`config.mk`:
```
export PLATFORM = sky130hd
export DESIGN_NAME = memwb_pipe_reg
export DESIGN_NICKNAME = d
export VERILOG_FILES = /design/src/rtl/memwb_pipe_reg.sv
export SDC_FILE = /design/constraint.sdc
export NUM_CORES = 1
export LEC_CHECK = 0
export BUFFER_PORTS_ARGS = -buffer_cell sky130_fd_sc_hd__clkbuf_2
export CORE_ASPECT_RATIO = 1.75
export CORE_MARGIN = 2
export CORE_UTILIZATION = 43
export DETAILED_ROUTE_END_ITERATION = 7
export GPL_TIMING_DRIVEN = 0
export HOLD_SLACK_MARGIN = 0.15
export PLACE_DENSITY_LB_ADDON = 0.15
export SLEW_MARGIN = 30
export SYNTH_ARGS = -nofsm -noshare
export SYNTH_HDL_FRONTEND = slang
export SYNTH_SLANG_ARGS = --single-unit
```
`constraint.sdc`:
```
create_clock -name clk -period 1.4 [get_ports clk]
set_input_delay 0 -clock clk [delete_from_list [all_inputs] [get_ports clk]]
set_output_delay 0 -clock clk [all_outputs]
set_load 0.005 [all_outputs]
```
`src/rtl/memwb_pipe_reg.sv`:
```
// MEM/WB pipeline register: captures instruction, read data and ALU result,
// with stall/flush control, load-decoded one-away forwarding and a retired counter.
module memwb_pipe_reg #(
  parameter int                 INSTR_W    = 16,
  parameter int                 DATA_W     = 16,
  parameter int                 ALU_W      = 32,
  parameter int                 OPC_W      = 4,
  parameter logic [OPC_W-1:0]   LOAD_OPC_A = 4'b0110,
  parameter logic [OPC_W-1:0]   LOAD_OPC_B = 4'b0100,
  parameter logic [INSTR_W-1:0] NOP_INSTR  = '0,
  parameter int                 CNT_W      = 16
) (
  input  logic               clk,
  input  logic               rst,
  input  logic               stall,
  input  logic               flush,
  input  logic               ValidIn,
  input  logic [INSTR_W-1:0] InstructionIn,
  input  logic [DATA_W-1:0]  ReadDataIn,
  input  logic [ALU_W-1:0]   ALUResultIn,
  output logic               ValidOut,
  output logic [INSTR_W-1:0] InstructionOut,
  output logic [DATA_W-1:0]  ReadDataOut,
  output logic [ALU_W-1:0]   ALUResultOut,
  output logic               IsLoadOut,
  output logic [ALU_W-1:0]   OneAwayForward,
  output logic               ForwardValid,
  output logic [CNT_W-1:0]   RetiredCount
);

  generate
    if (DATA_W > ALU_W) begin : g_bad_data_w
      $error("memwb_pipe_reg: DATA_W must not exceed ALU_W");
    end
    if (OPC_W > INSTR_W) begin : g_bad_opc_w
      $error("memwb_pipe_reg: OPC_W must not exceed INSTR_W");
    end
  endgenerate

  logic [OPC_W-1:0] w_opcode;
  logic             w_is_load;
  logic [ALU_W-1:0] w_fwd_sel;

  assign w_opcode  = InstructionIn[INSTR_W-1 -: OPC_W];
  // An invalid slot never counts as a load, so it forwards the ALU result.
  assign w_is_load = ValidIn && ((w_opcode == LOAD_OPC_A) || (w_opcode == LOAD_OPC_B));
  assign w_fwd_sel = w_is_load ? ALU_W'(ReadDataIn) : ALUResultIn;

  logic               r_valid_p1;
  logic [INSTR_W-1:0] r_instr_p1;
  logic [DATA_W-1:0]  r_rdata_p1;
  logic [ALU_W-1:0]   r_alu_p1;
  logic               r_is_load_p1;
  logic [ALU_W-1:0]   r_fwd_p1;
  logic               r_fwd_vld_p1;
  logic [CNT_W-1:0]   r_retired;

  // MEM -> WB boundary
  always_ff @(posedge clk) begin
    if (rst) begin
      r_valid_p1   <= 1'b0;
      r_instr_p1   <= NOP_INSTR;
      r_rdata_p1   <= '0;
      r_alu_p1     <= '0;
      r_is_load_p1 <= 1'b0;
      r_fwd_p1     <= '0;
      r_fwd_vld_p1 <= 1'b0;
      r_retired    <= '0;
    end else if (flush) begin
      r_valid_p1   <= 1'b0;
      r_instr_p1   <= NOP_INSTR;
      r_rdata_p1   <= '0;
      r_alu_p1     <= '0;
      r_is_load_p1 <= 1'b0;
      r_fwd_p1     <= '0;
      r_fwd_vld_p1 <= 1'b0;
    end else if (!stall) begin
      r_valid_p1   <= ValidIn;
      r_instr_p1   <= InstructionIn;
      r_rdata_p1   <= ReadDataIn;
      r_alu_p1     <= ALUResultIn;
      r_is_load_p1 <= w_is_load;
      r_fwd_p1     <= w_fwd_sel;
      r_fwd_vld_p1 <= ValidIn;
      if (ValidIn) begin
        r_retired <= r_retired + 1'b1;
      end
    end
  end

  assign ValidOut       = r_valid_p1;
  assign InstructionOut = r_instr_p1;
  assign ReadDataOut    = r_rdata_p1;
  assign ALUResultOut   = r_alu_p1;
  assign IsLoadOut      = r_is_load_p1;
  assign OneAwayForward = r_fwd_p1;
  assign ForwardValid   = r_fwd_vld_p1;
  assign RetiredCount   = r_retired;

endmodule

```
# Yosys cells after proc, flatten, opt, wreduce, memory -nomap -nowiden

Cells that the tools add are included.

Register bits: 114
Input port bits: 69
Output and inout bits: 115

Add/sub/neg operators: 1
Equality and inequality tests: 2
Muxes and demuxes: 1
Bitwise operators: 2
Reduce and logical (&&, ||, !) cells: 4

Operator list:

| kind                                                             | number |
|---|---|
| 32-bit two-way mux                                               | 1 |
| 16-bit by 1-bit adder with 16-bit output (second input constant) | 1 |
| 4-bit by 3-bit == test with 1-bit output (second input constant) | 2 |
| 3-bit AND reduction                                              | 1 |
| 1-bit inverter                                                   | 2 |
| 2-bit OR reduction                                               | 1 |
| 1-bit logical AND                                                | 1 |
| 1-bit logical OR                                                 | 1 |

# Longest topological paths before layout

Word-level depth: 4
Mapped depth: 6

# Least setup slack after synthesis

No wires, ideal clock.

Kind: register -> register
From: register r_retired[0] (netlist: RetiredCount[0])
To: register r_retired[14] (netlist: RetiredCount[14])
Arrival: 1375 ps
Data required time: 1286 ps
Slack: -89 ps
Cell stages (with the launch flop): 7
Buffers on the path: 1
Path through: dfxtp_1 > ha_1 > nand4bb_1 > clkbuf_1 > nor4_1 > nor3b_1 > a21o_1

Word-level cells in the longest chain between the ends: 1

RTL lines:

| item                                     | line | source |
|---|---|---|
| start, declared                          | 56   | `logic [CNT_W-1:0] r_retired;` |
| start signal, assigned                   | 86   | `r_retired <= r_retired + 1'b1;` |
| 16-bit by 1-bit adder with 16-bit output | 86   |  |

Every way passes these cells.
A chain may end at the register's enable or synchronous reset.

# Final worst setup path

From: register r_retired[2] (netlist: RetiredCount[2])
To: register r_retired[15] (netlist: RetiredCount[15])

The elaborated chain is that of the path after synthesis.

==> results.py <==
metrics = {
    "yosys": {
        "synth_edf_count": 0,
        "async_flop_share": 0,
        "synth.avg_cell_area_sq_um": 9.15,
        "seq_area_frac_synth": 0.520,
        "postSynthCellCount": 480,
        "synth-seq-cells": 114,
        "synth_ff_type": "dfxtp_1",
        "ys_warn_count": 0,
        "synth_area_sq_um": 4390,
        "syn_nets": 550,
        "synth.distinct_cells": 37,
    },
    "die": {
        "pin_count": 184,
        "die_x_um": 80.4,
        "dieArea_sq_um": 11100,
        "rows": 48,
        "start_util": 0.443,
        "core_area_sq_um": 9910,
        "die_y_um": 138,
    },
    "grt": {
        "grt_max_degree": 17,
        "gr-total-overflow": 0,
        "grt_pass1_wl_mm": 20.3,
        "grt_pass1_vias": 4321,
        "grt_usage": 0.239,
        "antenna_found_initial": 0,
    },
    "outcome": {
        "status": "completed",
    },
    "timing": {
        "period_share": 0.985,
        "maxSlewHeadroom": 0.631,
        "fin_ws_ns": 0.0215,
        "tns_ns": 0,
        "finalMaxSlewViolations": 0,
        "rsz0062_at_grt": "true",
        "hold_viol": 0,
        "finalClockSkew_ns": 0.00135,
        "fmax_mhz": 725,
        "setup_viol": 0,
        "finalCriticalPeriod_ns": 1.38,
        "tightestPinTransition_ns": 0.554,
    },
    "hold_path": {
        "min_from": "stall",
        "min_to": "RetiredCount[5]",
        "min_path_type": "input port to register",
        "holdPathStages": 5,
    },
    "job": {
        "max_cap_violations": 0,
    },
    "clock_tree": {
        "numCtsBuffers": 17,
        "clk_latency_ns": 0.41,
        "cts_tree": "done",
        "clk_path_buf_depth": 2,
        "cts_root_buffer": "clkbuf_16",
        "cts.clk_slew.worst_paths_ns": 0.05,
        "htreeDepth": 4,
        "cts_hold_buf": 68,
        "cts_num_sinks": 114,
    },
    "setup_path": {
        "r2r-start": "RetiredCount[2]",
        "r2r_slack_ns": 0.02,
        "path_cells": "nand4_1 > buf_8 > nor3_2 > nand3_1 > mux2_2",
        "worstPathMaxFanout": 9,
        "critPathBufInv": 1,
        "crit_family": "simple AND/OR/NAND/NOR gates",
        "crit_cells": 5,
        "worst-r2r-cell-count": 5,
        "worstSetupEndpointType": "register",
        "cp_data_arrival_time_ns": 1.67,
        "timing.rr.end": "RetiredCount[15]",
        "crit_required_ns": 1.70,
        "slowest_delay_ns": 0.38,
        "timing_worst_setup_path_type": "register to register",
        "cp_slowest_cell": "dfxtp_4",
        "crit_path_start_kind": "register",
    },
    "detailed_routing": {
        "via_count": 4416,
        "drt_wl_total_mm": 13.5,
        "ant_nets": 0,
        "first_pass_iters": 4,
        "drt_iter0_drc": 108,
        "drc": 0,
        "wl_per_cell_um": 15.2,
        "viasPerCell": 4.95,
    },
    "place": {
        "gp_congestion": 0.785,
        "hpwl_mm": 9.14,
        "io_buffers": 181,
        "place_area_sq_um": 5470,
        "pre_cts_slack_ns": -0.244,
    },
    "final_layout": {
        "finish.utilization": 0.699,
        "fin_nets": 824,
        "drive_gt1_frac": 0.335,
        "design_area_sq_um": 6930,
        "areaGrowthSynthToFinish_pct": 57.8,
        "antenna_cells": 0,
    },
    "power": {
        "cellLeakagePower_nw": 3.26,
        "powerDensity_nw_per_um2": 1290,
        "ir_worst_vdd_v": 0.000954,
    },
}
## worst max path at each step
stage                     slack [ns]       startpoint               end
final                           0.02  RetiredCount[2]  RetiredCount[15]
after global placement         -0.20              rst    ReadDataOut[9]
after global routing           -0.06  RetiredCount[2]  RetiredCount[15]
after detailed placement       -0.24              rst   ReadDataOut[10]
after floorplan                0.008  RetiredCount[2]  RetiredCount[15]
after CTS                     0.0001  RetiredCount[2]  RetiredCount[15]
## synth_stat cells, types with 2 or more instances
| master | instances | area [sq um] |
|---|---|---|
| mux2i_1 | 50 | 500 |
| nor4_1 | 3 | 18.8 |
| clkbuf_1 | 21 | 78.8 |
| xor2_1 | 5 | 43.8 |
| nor3_1 | 3 | 15.0 |
| nand2_1 | 50 | 188 |
| buf_2 | 12 | 60.1 |
| nand3_1 | 3 | 15.0 |
| nor2_1 | 97 | 364 |
| a21o_1 | 17 | 128 |
| nor2b_1 | 17 | 106 |
| a22oi_1 | 16 | 120 |
| nand4_1 | 7 | 43.8 |
| and2_1 | 2 | 12.5 |
| xnor2_1 | 5 | 43.8 |
| a21oi_1 | 36 | 180 |
| dfxtp_1 | 114 | 2280 |
| nand4bb_1 | 3 | 33.8 |
## where the power goes
part | leakage [nW] | switching [mW] | internal (mW)
Combinational | 2.03 | 0.386 | 0.424
Sequential | 0.933 | 0.0521 | 3.33
Clock | 0.304 | 1.54 | 3.19
Total | 3.26 | 1.98 | 6.95
## worst min-delay path, stage by stage
cell and delay (ns):
buf_6 0.11, nor3b_4 0.08, nand3_1 0.09, xor2_1 0.06
nor2_1 0.07
## kinds of logic after synthesis
family | after synthesis | synth area share
flops | 114 | 0.520
buf+inv | 38 | 0.0387
fa+ha+maj | 1 | 0.00285
compound gates | 72 | 0.102
xor+xnor | 10 | 0.0199
mux | 51 | 0.117
simple gates | 194 | 0.200
## cell type report
class,count,area (sq um)
plain buffers,37,185
clock buffers,18,439
clock inverters,14,211
fillers,815,2980
inverters,1,3.75
multi-input cells,328,2000
flip-flops and latches,114,2300
well taps,125,156
repair buffers,255,1630
## registers in the layout (all words and copies together) (netlist names)
| signal | flops |
|---|---|
| ReadDataOut | 16 |
| ALUResultOut | 32 |
| OneAwayForward | 32 |
| IsLoadOut | 1 |
| InstructionOut | 16 |
| ForwardValid | 1 |
| RetiredCount | 16 |
## stage by stage
| stage | instances | hold slack (ns) | power (mW) |
|---|---|---|---|
| 2_1_floorplan | 480 | 0.144 | 3.81 |
| 3_3_place_gp | 786 | 0.229 | 4.10 |
| 3_5_place_dp | 786 | 0.242 | 4.11 |
| 4_1_cts | 888 | 0.0418 | 8.97 |
| 5_1_grt | 892 | 0.0721 | 9.20 |
| 6_report | 892 | 0.0420 | 8.93 |
## layer usage
metal  vias up  track usage  share of wire
li1       2162            -              -
met1      2071        0.255           0.38
met2       154        0.436           0.53
met3        29       0.0550          0.057
met4         0        0.109          0.029
met5         -            0              0
## placed cells by master (no fill, tap or decap), types with 2 or more instances in the layout
cell type | netlist | routed
a21o_1 | 17 | 17
a21oi_1 | 36 | 36
a22oi_1 | 16 | 16
and2_1 | 2 | 2
buf_2 | 12 | 12
buf_4 | 1 | 7
buf_6 | 1 | 2
bufinv_16 | 0 | 5
clkbuf_1 | 21 | 19
clkbuf_16 | 0 | 17
clkbuf_2 | 1 | 182
clkinv_2 | 0 | 3
clkinvlp_4 | 0 | 5
dfxtp_1 | 114 | 105
dfxtp_2 | 0 | 5
dfxtp_4 | 0 | 4
dlygate4sd3_1 | 0 | 68
mux2i_1 | 50 | 50
nand2_1 | 50 | 50
nand3_1 | 3 | 3
nand4_1 | 7 | 7
nand4bb_1 | 3 | 3
nor2_1 | 97 | 96
nor2b_1 | 17 | 17
nor4_2 | 0 | 2
xnor2_1 | 5 | 5
xor2_1 | 5 | 5
## repair_timing
action                                 in CTS  in global routing
gates resized for setup                    15                 12
pin swaps                                   2                  3
setup endpoints to repair                   8                  8
endpoints found under the hold margin     108                  6
buffers inserted                            2                  4
Note: power is estimated with default switching activity, not from simulation.
